<file path="src/rtl/inst_align_buffer_pkg.sv">
// Shared definitions for the instruction align buffer and decode:
// parcel width, length encodings and the parcel-count helper.
package inst_align_buffer_pkg;

  localparam int PARCEL_W = 16;

  typedef enum logic [1:0] {
    INST_LEN_NONE = 2'b00,
    INST_LEN_16   = 2'b01,
    INST_LEN_32   = 2'b10,
    INST_LEN_64   = 2'b11
  } inst_len_e;

  // Number of parcels an instruction occupies, from its first parcel.
  function automatic logic [2:0] inst_parcels(input logic [PARCEL_W-1:0] parcel);
    logic [2:0] n;
    case (parcel[15:14])
      2'b10:   n = 3'd2;
      2'b11:   n = 3'd4;
      default: n = 3'd1;
    endcase
    return n;
  endfunction

  // Length encoding presented to decode, from the first parcel.
  function automatic inst_len_e inst_len_enc(input logic [PARCEL_W-1:0] parcel);
    inst_len_e l;
    case (parcel[15:14])
      2'b10:   l = INST_LEN_32;
      2'b11:   l = INST_LEN_64;
      default: l = INST_LEN_16;
    endcase
    return l;
  endfunction

endpackage

</file>
<file path="src/rtl/inst_align_buffer_if.sv">
// Fetch-side and decode-side handshake bundle of the instruction align buffer.
// master: the environment (fetch + decode); slave: the buffer itself.
interface inst_align_buffer_if;

  logic [63:0] fetch_data;
  logic        fetch_valid;
  logic        fetch_ready;
  logic [63:0] inst_word;
  logic [1:0]  inst_len;
  logic        inst_valid;
  logic        inst_take;

  modport master (
    output fetch_data, fetch_valid, inst_take,
    input  fetch_ready, inst_word, inst_len, inst_valid
  );

  modport slave (
    input  fetch_data, fetch_valid, inst_take,
    output fetch_ready, inst_word, inst_len, inst_valid
  );

endinterface

</file>
<file path="src/rtl/inst_align_buffer_window_extract.sv">
// Reads the four parcels starting at head (wrapping around the parcel ring),
// decides the head instruction length and presents it left-aligned with the
// unused parcels zeroed. Nothing is shown until every parcel is present.
module inst_window_extract
  import inst_align_buffer_pkg::*;
#(
  parameter int DEPTH_PARCELS = 8,
  parameter int AW            = $clog2(DEPTH_PARCELS)
) (
  input  logic [DEPTH_PARCELS-1:0][PARCEL_W-1:0] mem,
  input  logic [AW-1:0]                          head,
  input  logic [AW:0]                            count,
  output logic [63:0]                            inst_word,
  output logic [1:0]                             inst_len,
  output logic                                   inst_valid,
  output logic [2:0]                             needed
);

  logic [PARCEL_W-1:0] par [4];
  logic [AW-1:0]       idx;

  // Gather the window; pointer addition wraps because depth is a power of two.
  always_comb begin
    idx = head;
    for (int k = 0; k < 4; k++) begin
      idx    = head + AW'(k);
      par[k] = mem[idx];
    end
  end

  // Length decode, completeness test and masking of parcels past the length.
  always_comb begin
    needed     = inst_parcels(par[0]);
    inst_valid = (count >= (AW+1)'(needed));
    if (inst_valid) begin
      inst_len = inst_len_enc(par[0]);
      case (needed)
        3'd1:    inst_word = {par[0], 48'h0};
        3'd2:    inst_word = {par[0], par[1], 32'h0};
        3'd4:    inst_word = {par[0], par[1], par[2], par[3]};
        default: inst_word = 64'h0;
      endcase
    end else begin
      inst_len  = INST_LEN_NONE;
      inst_word = 64'h0;
    end
  end

endmodule

</file>
<file path="src/rtl/inst_align_buffer.sv">
// Parcel-granular instruction queue between fetch and decode. Fetch pushes
// 64-bit words (four parcels, [63:48] first); decode pops whole instructions
// of 1, 2 or 4 parcels, including ones that straddle fetch words or the ring wrap.
module inst_align_buffer
  import inst_align_buffer_pkg::*;
#(
  parameter int DEPTH_PARCELS = 8,
  localparam int AW           = $clog2(DEPTH_PARCELS)
) (
  input  logic               clk,
  input  logic               rst_n,
  inst_align_buffer_if.slave bus,
  input  logic               flush,
  output logic [AW:0]        occupancy
);

  localparam logic [AW:0] READY_MAX = (AW+1)'(DEPTH_PARCELS - 4);
  localparam logic [AW:0] WORD_PARCELS = (AW+1)'(4);

  logic [DEPTH_PARCELS-1:0][PARCEL_W-1:0] mem;
  logic [AW-1:0] head;
  logic [AW-1:0] tail;
  logic [AW:0]   count;
  logic [AW-1:0] wr_idx [4];
  logic [2:0]    needed;
  logic          fetch_ready;
  logic          inst_valid;
  logic          push;
  logic          pop;
  logic [AW:0]   add_n;
  logic [AW:0]   sub_n;

  inst_window_extract #(
    .DEPTH_PARCELS(DEPTH_PARCELS),
    .AW           (AW)
  ) u_window (
    .mem       (mem),
    .head      (head),
    .count     (count),
    .inst_word (bus.inst_word),
    .inst_len  (bus.inst_len),
    .inst_valid(inst_valid),
    .needed    (needed)
  );

  // Handshake qualification; ready uses the pre-pop count so a pop gives no same-cycle credit.
  always_comb begin
    fetch_ready = (count <= READY_MAX);
    push        = bus.fetch_valid & fetch_ready;
    pop         = bus.inst_take & inst_valid;
    if (push) begin
      add_n = WORD_PARCELS;
    end else begin
      add_n = '0;
    end
    if (pop) begin
      sub_n = (AW+1)'(needed);
    end else begin
      sub_n = '0;
    end
    for (int k = 0; k < 4; k++) begin
      wr_idx[k] = tail + AW'(k);
    end
  end

  assign bus.fetch_ready = fetch_ready;
  assign bus.inst_valid  = inst_valid;
  assign occupancy       = count;

  // Head/tail/count update; flush wins over any concurrent push or pop.
  always_ff @(posedge clk or negedge rst_n) begin
    if (!rst_n) begin
      head  <= '0;
      tail  <= '0;
      count <= '0;
    end else if (flush) begin
      head  <= '0;
      tail  <= '0;
      count <= '0;
    end else begin
      if (pop) begin
        head <= head + AW'(needed);
      end
      if (push) begin
        tail <= tail + AW'(4);
      end
      count <= count + add_n - sub_n;
    end
  end

  // Parcel storage: a pushed word lands at tail in address order.
  always_ff @(posedge clk or negedge rst_n) begin
    if (!rst_n) begin
      mem <= '0;
    end else if (push && !flush) begin
      for (int k = 0; k < 4; k++) begin
        mem[wr_idx[k]] <= bus.fetch_data[63-16*k -: 16];
      end
    end
  end

endmodule

</file>
<file path="src/flat_wrapper.sv">
// flat-port wrapper written by rule: the top's interface ports become plain ports
module inst_align_buffer_flat import inst_align_buffer_pkg::*;
#(
  parameter int DEPTH_PARCELS = 8,
  localparam int AW           = $clog2(DEPTH_PARCELS)
)
  (clk, rst_n, flush, occupancy, bus_fetch_data, bus_fetch_valid, bus_inst_take, bus_fetch_ready, bus_inst_word, bus_inst_len, bus_inst_valid);
  inst_align_buffer_if bus_i ();
  input  logic clk;
  input  logic rst_n;
  input  logic flush;
  output logic [AW:0] occupancy;
  input wire logic [$bits(bus_i.fetch_data)-1:0] bus_fetch_data;
  input wire logic [$bits(bus_i.fetch_valid)-1:0] bus_fetch_valid;
  input wire logic [$bits(bus_i.inst_take)-1:0] bus_inst_take;
  output wire logic [$bits(bus_i.fetch_ready)-1:0] bus_fetch_ready;
  output wire logic [$bits(bus_i.inst_word)-1:0] bus_inst_word;
  output wire logic [$bits(bus_i.inst_len)-1:0] bus_inst_len;
  output wire logic [$bits(bus_i.inst_valid)-1:0] bus_inst_valid;
  assign bus_i.fetch_data = bus_fetch_data;
  assign bus_i.fetch_valid = bus_fetch_valid;
  assign bus_i.inst_take = bus_inst_take;
  assign bus_fetch_ready = bus_i.fetch_ready;
  assign bus_inst_word = bus_i.inst_word;
  assign bus_inst_len = bus_i.inst_len;
  assign bus_inst_valid = bus_i.inst_valid;
  inst_align_buffer #(.DEPTH_PARCELS(DEPTH_PARCELS)) u_core (.clk(clk), .rst_n(rst_n), .bus(bus_i), .flush(flush), .occupancy(occupancy));
endmodule
</file>
<file path="config.mk">
export PLATFORM = sky130hd
export DESIGN_NAME = inst_align_buffer_flat
export DESIGN_NICKNAME = d
export VERILOG_FILES = /design/src/rtl/inst_align_buffer_pkg.sv /design/src/rtl/inst_align_buffer_if.sv /design/src/rtl/inst_align_buffer_window_extract.sv /design/src/rtl/inst_align_buffer.sv /design/src/flat_wrapper.sv
export SDC_FILE = /design/constraint.sdc
export NUM_CORES = 1
export LEC_CHECK = 0
export BUFFER_PORTS_ARGS = -buffer_cell sky130_fd_sc_hd__buf_4
export CAP_MARGIN = 5
export CORE_MARGIN = 1
export CORE_UTILIZATION = 58
export DETAILED_ROUTE_END_ITERATION = 12
export GPL_TIMING_DRIVEN = 0
export HOLD_SLACK_MARGIN = 0.05
export PLACE_DENSITY = 0.79
export SYNTH_ARGS = -nofsm -noshare
export SYNTH_HDL_FRONTEND = slang
export SYNTH_SLANG_ARGS = --single-unit
</file>
<file path="constraint.sdc">
create_clock -name clk -period 5.1 [get_ports clk]
set_input_delay 0.51 -clock clk [delete_from_list [all_inputs] [get_ports clk]]
set_output_delay 0.51 -clock clk [all_outputs]
set_load 0.01 [all_outputs]
</file>
==> results.yml <==
run_status:
  status: "finished clean"
cells_and_area:
  layout_commonest_cell: "buf_4"
  final_nets: 897
  layout-drive-gt1-share_pct: 55.56
  fillers: 1048
  antennaDiodeCount: 0
  final_cell_mix: "buf_4 (139), dfrtp_1 (136), mux2_2 (129)"
  area_growth_pct: 20.56
floorplan:
  row_count: 46
  start_util_pct: 59.09
  die_w_um: 129.0
  fp.dieH_um: 129.0
  die_area_um2: 16640
  io_pins: 141
  core_area_um2: 15830
critical_path:
  crit_top_cell: "buf_6"
  cp.required_ns: 4.59
  crit_path_max_incr_delay_ns: 0.50
  crit_family: "buffers and inverters"
  critical_path.max_fanout: 10
  slowest_stage: "mux4_2"
  cp_num_buf_inv: 6
  end_kind: "output pin"
  worstSetupPathType: "reg -> out"
  path_cells: "buf_6 -> mux4_2 -> mux2i_1 -> nor2b_1 -> inv_1 -> ha_1 -> a2111oi_2 -> or3_1 -> buf_2 -> or2_1 -> buf_6 -> buf_6 -> nor2_1 -> buf_4"
  crit_path_start_kind: "flip-flop"
  crit_arrival_ns: 4.35
place:
  post-place-ws_ns: -0.1383
  port_buffers: 140
  gp_congestion: 0.9219
  dp_hpwl_mm: 19.71
pwr:
  intPower_mw: 4.780
  pwr-share-comb_pct: 56.2
  power.switching_mw: 3.182
  sequentialPowerShare_pct: 28.9
  max-vdd-ir-drop_mv: 0.3563
  powerDensity_nw_per_um2: 706.1
  power.share.clock_pct: 14.9
  swShare_pct: 39.96
  p_leak_nw: 4.538
clock_network:
  cts_sinks: 136
  clkLatencyLatePin_ns: 0.43
  clock_tree.root_cell: "clkbuf_16"
  h-tree-depth: 4
  clk_path_buf_depth: 2
  postCtsSetupBuffers: 0
  cts_tree: "done"
  cts_buffers: 17
  clk_pin_slew_ns: 0.06
global_routing:
  grt_pass1_vias: 7448
  grt-busiest-layer: "met2"
  grt_util_met3_pct: 9.605
  grt_pass1_wl_mm: 43.14
  grt-ovfl-total: 0
  grt_use_met2_pct: 57.81
  met1_usage_pct: 48.17
  antenna_found_initial: 0
  grt_max_degree: 91
  grt_use_total_pct: 37.07
routing:
  antenna_left: 0
  wl_per_cell_um: 27.89
  detail_route.first_pass.iterations: 6
  drc_errors: 0
  drt-initial-drc-count: 759
  vias: 7270
  wirelength_mm: 29.12
  routed_via_density: 6.964
job:
  cap_viol_max_count: 0
sta:
  clock_skew_ns: 0.007812
  min_period_ns: 4.858
  relSlewSlack_pct: 20.81
  fin_setup_tns_ns: 0
  hold_viol: 0
  setup_ws_ns: 0.2419
  maxSlewViolCount: 0
  setup_viol: 0
  rsz0062_at_grt: "false"
  tightestPinTransition_ns: 1.188
  max_freq_ghz: 0.2058
  period_share_pct: 95.26
logic_synthesis:
  synth_warnings: 0
  syn_area_um2: 9353
  ys_types: 31
  synthCells: 656
  synth_seq_cells: 136
  ys_seq_area_share_pct: 36.39
  syn-num-nets: 737
  syn_area_per_cell_um2: 14.26
worst_hold_path:
  hold_path_class: "in -> reg"
layer usage:
metal | vias up | part of all wire, %
met4 | 0 | 5.1
met1 | 3667 | 35
li1 | 2865 | -
met2 | 611 | 48
met3 | 127 | 12
met5 | - | 0
worst register-to-register path, stage by stage (launching register included):
cell	delay [ns]
dfrtp_1	0.40
buf_6	0.17
mux4_2	0.50
mux2i_1	0.46
nor2b_1	0.37
inv_1	0.09
ha_1	0.30
a2111oi_2	0.42
or2_2	0.37
nor3_1	0.11
fa_1	0.49
fa_1	0.44
xnor2_1	0.18
xnor2_1	0.14
nor2_1	0.06
Yosys cell counts:
cell	instances	share of area, %
or3_1	2	0.13
nor2_1	49	2.0
and2_1	1	0.067
nor2b_1	3	0.20
nand2_1	30	1.2
inv_2	2	0.080
xor2_1	2	0.19
nor3_2	1	0.11
nor3_1	3	0.16
o21ai_0	1	0.053
dfrtp_1	136	36
o21a_1	1	0.080
nand2b_1	1	0.067
mux4_2	127	31
buf_2	12	0.64
buf_6	5	0.60
inv_1	10	0.40
buf_1	14	0.56
fa_1	3	0.64
or2_1	1	0.067
mux2_2	129	16
nor2_2	10	0.67
mux2i_1	55	5.9
ha_1	9	1.2
xnor2_1	3	0.28
or3b_2	1	0.094
a21boi_0	1	0.080
a21oi_1	14	0.75
clkbuf_1	27	1.1
or2_2	2	0.13
a2111oi_0	1	0.094
through the flow:
stage | total power, mW | util [%] | instance area, um^2 | instances | hold WS, ns
floorplan | 5.027 | - | 9353 | 656 | 0.2144
global placement | 6.458 | 67.44 | 10670 | 1012 | 0.5435
detailed placement | 6.653 | 67.64 | 10710 | 1013 | 0.4807
CTS | 7.872 | 71.21 | 11270 | 1044 | 0.3097
global route | 8.330 | 71.24 | 11280 | 1044 | 0.3146
finish | 7.962 | 71.24 | 11280 | 1044 | 0.3150
registers in the layout, summed over array words and instances, names as in the netlist:
register and count:
u_core.head 3, u_core.tail 1, u_core.mem 128, u_core.occupancy 4
logic make-up after synthesis:
logic type	after synthesis	share of synthesized area, %
AND/OR/NAND/NOR	104	4.870
AO/OA/AOI/OAI	18	1.057
XOR/XNOR	5	0.4683
buffers and inverters	70	3.371
flip-flops	136	36.39
multiplexers	311	52.00
adder cells (fa/ha/maj)	12	1.846
power by group through the flow:
| stage | registers, mW | logic, mW | clock network (mW) |
|---|---|---|---|
| 2_1_floorplan | 2.03 | 3.00 | 0 |
| 3_3_place_gp | 2.18 | 4.28 | 0 |
| 3_5_place_dp | 2.26 | 4.39 | 0 |
| 4_1_cts | 2.26 | 4.42 | 1.19 |
| 5_1_grt | 2.37 | 4.72 | 1.24 |
| 6_report | 2.30 | 4.47 | 1.19 |
timing repair:
item | 4_1_cts | 5_1_grt
hold endpoints to repair | 46 | 0
resized for setup | 3 | 1
endpoints found under the setup margin | 37 | 39
hold buffers | 1 | 0
final timing paths:
path / start / end / slack [ns] / depth (start not counted)
min in group asynchronous: rst_n / u_core.mem[47] / 0.58 / 2
setup reg to reg: u_core.head[0] / u_core.occupancy[3] / 0.49 / 14
hold reg to reg: u_core.mem[93] / u_core.mem[93] / 0.58 / 1
max in group asynchronous: rst_n / u_core.mem[36] / 3.72 / 3
setup / recovery: u_core.head[0] / bus_inst_word[29] / 0.24 / 14
hold / removal: bus_fetch_data[15] / u_core.mem[63] / 0.32 / 2
area by class of cell:
class	instances	area, um^2	area share [%]
clock buffer	22	454.2	4.028
multi-input combinational	450	5640	50.02
timing repair buffer	142	1092	9.687
buffer	57	269.0	2.386
inverter	12	45.04	0.3995
clock inverter	9	101.3	0.8988
sequential	136	3403	30.18
tap	216	270.3	2.397
(Power assumes the default switching activity.)
